## config.mk

```make
export PLATFORM = sky130hd
export DESIGN_NAME = morse_symbol_scheduler
export DESIGN_NICKNAME = d
export VERILOG_FILES = /design/src/rtl/morse_pkg.sv /design/src/rtl/morse_symbol_fifo.sv /design/src/rtl/morse_symbol_scheduler.sv
export SDC_FILE = /design/constraint.sdc
export NUM_CORES = 1
export LEC_CHECK = 0
export ABC_AREA = 0
export BUFFER_PORTS_ARGS = -buffer_cell sky130_fd_sc_hd__buf_2
export CAP_MARGIN = 5
export CORE_ASPECT_RATIO = 1.4
export CORE_MARGIN = 2
export CORE_UTILIZATION = 60
export DETAILED_ROUTE_END_ITERATION = 10
export PLACE_DENSITY = 0.78
export SLEW_MARGIN = 30
export SYNTH_ARGS = -nofsm -noshare
export SYNTH_HDL_FRONTEND = slang
export SYNTH_SLANG_ARGS = --single-unit
```

## constraint.sdc

```tcl
create_clock -name clock -period 7 [get_ports clock]
set_clock_uncertainty 0.15 [all_clocks]
set_input_delay 1.05 -clock clock [delete_from_list [all_inputs] [get_ports clock]]
set_output_delay 1.05 -clock clock [all_outputs]
set_load 0.01 [all_outputs]
```

## src/rtl/morse_pkg.sv

```systemverilog
// Shared symbol encoding, FSM states and timing helpers
// for the Morse symbol scheduler.
package morse_pkg;

  localparam logic SYM_DOT  = 1'b0;
  localparam logic SYM_DASH = 1'b1;

  typedef enum logic [1:0] {
    ST_IDLE = 2'd0,
    ST_ON   = 2'd1,
    ST_GAP  = 2'd2
  } state_e;

  function automatic int ms_to_cycles(input int freq_hz, input int ms);
    return (freq_hz / 1000) * ms;
  endfunction

  function automatic int max3(input int a, input int b, input int c);
    int m;
    m = (a > b) ? a : b;
    return (m > c) ? m : c;
  endfunction

endpackage

```

## src/rtl/morse_symbol_fifo.sv

```systemverilog
// Synchronous 1-bit symbol FIFO; a push is still accepted
// when full if a pop happens in the same cycle.
module morse_symbol_fifo #(
  parameter int DEPTH = 8,
  parameter int CW    = $clog2(DEPTH) + 1
) (
  input  logic          clock,
  input  logic          reset,
  input  logic          push,
  input  logic          pop,
  input  logic          din,
  output logic          dout,
  output logic          full,
  output logic          empty,
  output logic [CW-1:0] count
);

  localparam int AW = $clog2(DEPTH);

  logic [DEPTH-1:0] mem_q, mem_d;
  logic [AW-1:0]    wr_ptr_q, wr_ptr_d;
  logic [AW-1:0]    rd_ptr_q, rd_ptr_d;
  logic [CW-1:0]    count_q, count_d;
  logic             wr_en, rd_en;

  assign full  = (count_q == CW'(DEPTH));
  assign empty = (count_q == '0);
  assign count = count_q;
  assign dout  = mem_q[rd_ptr_q];

  assign rd_en = pop & ~empty;
  assign wr_en = push & (~full | rd_en);

  always_comb begin
    mem_d    = mem_q;
    wr_ptr_d = wr_ptr_q + AW'(wr_en);
    rd_ptr_d = rd_ptr_q + AW'(rd_en);
    count_d  = count_q + CW'(wr_en) - CW'(rd_en);
    if (wr_en) mem_d[wr_ptr_q] = din;
  end

  always_ff @(posedge clock or posedge reset) begin
    if (reset) begin
      mem_q    <= '0;
      wr_ptr_q <= '0;
      rd_ptr_q <= '0;
      count_q  <= '0;
    end else begin
      mem_q    <= mem_d;
      wr_ptr_q <= wr_ptr_d;
      rd_ptr_q <= rd_ptr_d;
      count_q  <= count_d;
    end
  end

endmodule

```

## src/rtl/morse_symbol_scheduler.sv

```systemverilog
// Buffers DOT/DASH presses and plays them on the LED with exact timing.
// Optional input debounce: define MORSE_DEBOUNCE_EN.
module morse_symbol_scheduler
  import morse_pkg::*;
#(
  parameter int CLOCK_FREQ  = 50_000_000,
  parameter int DOT_MS      = 250,
  parameter int DASH_MS     = 750,
  parameter int GAP_MS      = 250,
  parameter int DEBOUNCE_MS = 10,
  parameter int FIFO_DEPTH  = 8
) (
  input  logic                        clock,
  input  logic                        reset,
  input  logic [1:0]                  pushButton,
  output logic                        LED,
  output logic                        busy,
  output logic [$clog2(FIFO_DEPTH):0] fifoCount,
  output logic                        overflow,
  output logic                        conflict
);

  localparam int FCW      = $clog2(FIFO_DEPTH) + 1;
  localparam int DOT_CYC  = ms_to_cycles(CLOCK_FREQ, DOT_MS);
  localparam int DASH_CYC = ms_to_cycles(CLOCK_FREQ, DASH_MS);
  localparam int GAP_CYC  = ms_to_cycles(CLOCK_FREQ, GAP_MS);
  localparam int MAX_CYC  = max3(DOT_CYC, DASH_CYC, GAP_CYC);
  localparam int CNT_W    = $clog2(MAX_CYC) + 1;

  localparam logic [CNT_W-1:0] DOT_C  = CNT_W'(DOT_CYC);
  localparam logic [CNT_W-1:0] DASH_C = CNT_W'(DASH_CYC);
  localparam logic [CNT_W-1:0] GAP_C  = CNT_W'(GAP_CYC);
  localparam logic [CNT_W-1:0] ONE_C  = CNT_W'(1);

  if (FIFO_DEPTH < 2 || (FIFO_DEPTH & (FIFO_DEPTH - 1)) != 0 ||
      DEBOUNCE_MS < 0 || CLOCK_FREQ < 1000) begin : g_cfg_err
    $error("morse_symbol_scheduler: bad parameter set");
  end

  // Reset asserts at once but releases in step with the clock.
  logic [1:0] rst_q;
  logic       rst_i;

  always_ff @(posedge clock or posedge reset) begin
    if (reset) rst_q <= 2'b11;
    else       rst_q <= {rst_q[0], 1'b0};
  end

  assign rst_i = rst_q[1];

  logic [1:0] sync1_q, sync1_d;
  logic [1:0] sync2_q, sync2_d;
  logic [1:0] lvl;

  assign sync1_d = pushButton;
  assign sync2_d = sync1_q;

  always_ff @(posedge clock or posedge rst_i) begin
    if (rst_i) begin
      sync1_q <= '0;
      sync2_q <= '0;
    end else begin
      sync1_q <= sync1_d;
      sync2_q <= sync2_d;
    end
  end

`ifdef MORSE_DEBOUNCE_EN
  localparam int DB_CYC = ms_to_cycles(CLOCK_FREQ, DEBOUNCE_MS);
  localparam int DB_LIM = (DB_CYC > 1) ? DB_CYC - 1 : 0;
  localparam int DBW    = $clog2(DB_LIM + 1) + 1;

  logic [1:0][DBW-1:0] db_cnt_q, db_cnt_d;
  logic [1:0]          db_lvl_q, db_lvl_d;

  always_comb begin
    db_cnt_d = '0;
    db_lvl_d = db_lvl_q;
    for (int i = 0; i < 2; i++) begin
      if (sync2_q[i] != db_lvl_q[i]) begin
        if (db_cnt_q[i] == DBW'(DB_LIM)) db_lvl_d[i] = sync2_q[i];
        else db_cnt_d[i] = db_cnt_q[i] + DBW'(1);
      end
    end
  end

  always_ff @(posedge clock or posedge rst_i) begin
    if (rst_i) begin
      db_cnt_q <= '0;
      db_lvl_q <= '0;
    end else begin
      db_cnt_q <= db_cnt_d;
      db_lvl_q <= db_lvl_d;
    end
  end

  assign lvl = db_lvl_q;
`else
  assign lvl = sync2_q;
`endif

  logic [1:0] prev_q, prev_d;
  logic [1:0] rise_q, rise_d;

  assign prev_d = lvl;
  assign rise_d = lvl & ~prev_q;

  always_ff @(posedge clock or posedge rst_i) begin
    if (rst_i) begin
      prev_q <= '0;
      rise_q <= '0;
    end else begin
      prev_q <= prev_d;
      rise_q <= rise_d;
    end
  end

  logic           push_req, push_sym;
  logic           pop;
  logic           fifo_dout, fifo_full, fifo_empty;
  logic [FCW-1:0] fifo_cnt;

  assign push_req = rise_q[1] ^ rise_q[0];
  assign push_sym = rise_q[0] ? SYM_DASH : SYM_DOT;
  assign conflict = rise_q[1] & rise_q[0];
  assign overflow = push_req & fifo_full & ~pop;

  morse_symbol_fifo #(
    .DEPTH (FIFO_DEPTH),
    .CW    (FCW)
  ) u_fifo (
    .clock (clock),
    .reset (rst_i),
    .push  (push_req),
    .pop   (pop),
    .din   (push_sym),
    .dout  (fifo_dout),
    .full  (fifo_full),
    .empty (fifo_empty),
    .count (fifo_cnt)
  );

  state_e           state_q, state_d;
  logic [CNT_W-1:0] cnt_q, cnt_d;
  logic [CNT_W-1:0] sym_len;

  assign sym_len = (fifo_dout == SYM_DASH) ? DASH_C : DOT_C;

  always_comb begin
    state_d = state_q;
    cnt_d   = cnt_q;
    pop     = 1'b0;
    unique case (state_q)
      ST_IDLE: begin
        if (!fifo_empty) begin
          pop     = 1'b1;
          cnt_d   = sym_len;
          state_d = ST_ON;
        end
      end
      ST_ON: begin
        if (cnt_q == ONE_C) begin
          cnt_d   = GAP_C;
          state_d = ST_GAP;
        end else begin
          cnt_d = cnt_q - ONE_C;
        end
      end
      ST_GAP: begin
        if (cnt_q != ONE_C) begin
          cnt_d = cnt_q - ONE_C;
        end else if (!fifo_empty) begin
          pop     = 1'b1;
          cnt_d   = sym_len;
          state_d = ST_ON;
        end else begin
          cnt_d   = '0;
          state_d = ST_IDLE;
        end
      end
      default: begin
        cnt_d   = '0;
        state_d = ST_IDLE;
      end
    endcase
  end

  always_ff @(posedge clock or posedge rst_i) begin
    if (rst_i) begin
      state_q <= ST_IDLE;
      cnt_q   <= '0;
    end else begin
      state_q <= state_d;
      cnt_q   <= cnt_d;
    end
  end

  assign LED       = (state_q == ST_ON);
  assign busy      = (state_q != ST_IDLE) | (fifo_cnt != '0);
  assign fifoCount = fifo_cnt;

endmodule

```

==> metrics <==
Crit path top cell by count or4_1; Die Ht 89.4 um; hold_buf cts 0; Reg clk slew, reported paths around 0.070 ns; period utilization about three fifths; Hold Vio Cnt, Final 0; CTS tree done; Post CTS Setup Buffer Count 0; Non-Filler Instances between 400 and 500; crit path time final 4.11 ns; RSZ-0062 raised after global routing no; syn_area_per_cell between 9 and 10 um2; post_cts resized 0; Slew headroom ~54%; Skew-Pair Late Insertion Delay roughly 0.33 ns; Post-DRT Antenna Nets 0; WP buf/inv 1; dominant register cell in the synthesized netlist dfrtp_1; commonest cells after routing, fill and taps aside dfrtp_1 (55), nor2_1 (28), a21oi_1 (21), nor3_1 (18), o21ai_0 (18); setup ws final between 2 and 3 ns; count of pins over their slew limit 0; CTS Buf Count 9; final core occ 67.3%; synth unique cells 59; Layout Nets ~350; most common cell after layout, fill and taps aside dfrtp_1; Die Wd between 60 and 70 um; final setup vio count 0; cell area after synthesis around 0.0031 mm2; Antenna Cells 0; Critical Path RT a little under 6 ns; DRC Markers 0; first-pass GRT wire length 11300 um; slowest CP cell or4_1; H-tree levels 3; Post-Syn Instances 317; PwrDens ~350 mW/mm2; Layout fillers 410; Top delay family on crit path simple AND/OR/NAND/NOR gates; leak pwr 1.48 nW; layout cells sized above 1 12.5%; worst slack, placed approximately 3.3 ns; Tot Pwr approximately 1.2 mW; Yosys reg bits 57; GRT Util Overall between 20% and 30%; drt via density between 6 and 7; peak supply drop roughly 0.00023 V; initial antenna violation count 0; Initial DRC Count roughly 200; vias in the first global route around 2500; CTS root buf clkbuf_8; global placement routability congestion a little under 0.9; final wirelength roughly 6700 um; initial core utilization 61.5%; Async SR Flop Fraction 100%; max frequency 243 MHz; Max Fanout on Critical Path 10; WS Path Type flop to output port; TNS Setup 0 ns; Arr. time, crit path slightly below 3 ns; clk buf depth 2; DIE AREA approximately 0.0058 mm2; Post-DP HPWL between 4000 and 5000 um; vias around 2500; Pre-antenna DRT Iters 4; Slew @ Worst Pin between 0.6 and 0.7 ns; post-synthesis sequential area ratio 45.7%; row count 31; wire length per cell approximately 17 um; Core ar. roughly 0.0051 mm2; status completed; Setup crit start kind flop; Worst Setup End Kind output port; gr ovfl total 0; CTS sink cnt between 50 and 60; placed insts between 300 and 400; pin count of the biggest net entering global routing 56; max_cap viols 0; HP Class flop to flop; IO Count 12; Ys Warns 0; port bufs 11; area delta synth->final 9.37%; syn nets 335; crit path cell chain or4_1, or4_1, o41ai_4, a21oi_2, and2_1, buf_2; Largest stage delay, worst path between 0.6 and 0.7 ns; Post-synth EDFFs 0
## worst register-to-register path: stages (launching register included)
cell and delay (ns):
dfrtp_1 0.43, or4_1 0.54, or4_1 0.61, o41ai_4 0.48
and2_1 0.21, ha_1 0.23, inv_1 0.06, ha_1 0.16
inv_1 0.05, fa_1 0.37, xnor2_1 0.13
## where the power goes
part	switching, mW	leakage [nW]	total, mW	internal (mW)
Sequential	0.106	0.688	0.537	0.431
Clock	0.125	0.103	0.308	0.183
Combinational	0.196	0.693	0.351	0.155
Total	0.428	1.48	1.20	0.769
## synthesized netlist by cell type, types with 5 or more instances
master	count	share of area [%]
dfrtp_1	55	44
nor4_1	7	1.4
nand2_1	16	1.9
nor2b_1	6	1.2
mux2_1	8	2.9
clkbuf_1	6	0.72
nand3_1	12	1.9
a211oi_1	5	1.2
nor3_1	18	2.9
or3_1	8	1.6
inv_1	15	1.8
nor2_1	28	3.4
ha_1	13	5.2
o21ai_0	18	2.9
a21oi_1	21	3.4
## through the flow
| stage | instance area (um2) | hold slack [ns] |
|---|---|---|
| 6_report | 3420 | 0.200 |
| 3_3_place_gp | 3210 | 0.182 |
| 3_5_place_dp | 3210 | 0.187 |
| 2_1_floorplan | 3130 | 0.181 |
| 5_1_grt | 3420 | 0.206 |
| 4_1_cts | 3410 | 0.202 |
## path summary, 6_finish.rpt
kind                       slack, ns               to        from  cells past startpoint
max                             2.89         overflow   cnt_q[12]                      6
min                             0.20           lvl[0]  sync1_q[0]                      0
max reg2reg                     3.47  u_fifo.count[2]   cnt_q[12]                     10
min reg2reg                     0.20           lvl[0]  sync1_q[0]                      0
max in group asynchronous       5.95        cnt_q[10]    rst_q[1]                      2
min in group asynchronous       0.29       state_q[1]    rst_q[1]                      2
## cell families after synthesis
kind of cell	after synthesis	synth area share, %
buffers and inverters	27	4.04
xor gates and xnor gates	8	2.24
DFF	57	45.7
other	1	0.120
AOI/OAI and AO/OA	74	15.7
adders and majority gates	14	5.84
muxes	12	4.16
and+or+nand+nor	124	22.1
## registers in the layout (all words and copies together) (netlist names)
| signal | count |
|---|---|
| lvl | 2 |
| u_fifo.count | 4 |
| state_q | 2 |
| u_fifo.rd_ptr_q | 3 |
| u_fifo.wr_ptr_q | 3 |
| rst_q | 2 |
| cnt_q | 27 |
| rise_q | 2 |
| u_fifo.mem_q | 8 |
| prev_q | 2 |
| sync1_q | 2 |
## layer usage
metal	part of all wire [%]	track usage, %	vias up
met5	0	0	-
met4	3.7	15.9	0
met1	39	29.2	1209
met2	52	44.8	75
met3	5.0	5.79	26
li1	-	-	1189
## layout make-up
type / count / area [um2] / area share (%)
repair buffers: 14 / 81.3 / 2.38
multi-input cells: 233 / 1570 / 45.9
clock buffers: 13 / 159 / 4.65
clock inverters: 3 / 40.0 / 1.17
inverters: 15 / 56.3 / 1.65
well taps: 66 / 82.6 / 2.42
flip-flops and latches: 57 / 1430 / 41.8
(Power assumes the default switching activity.)
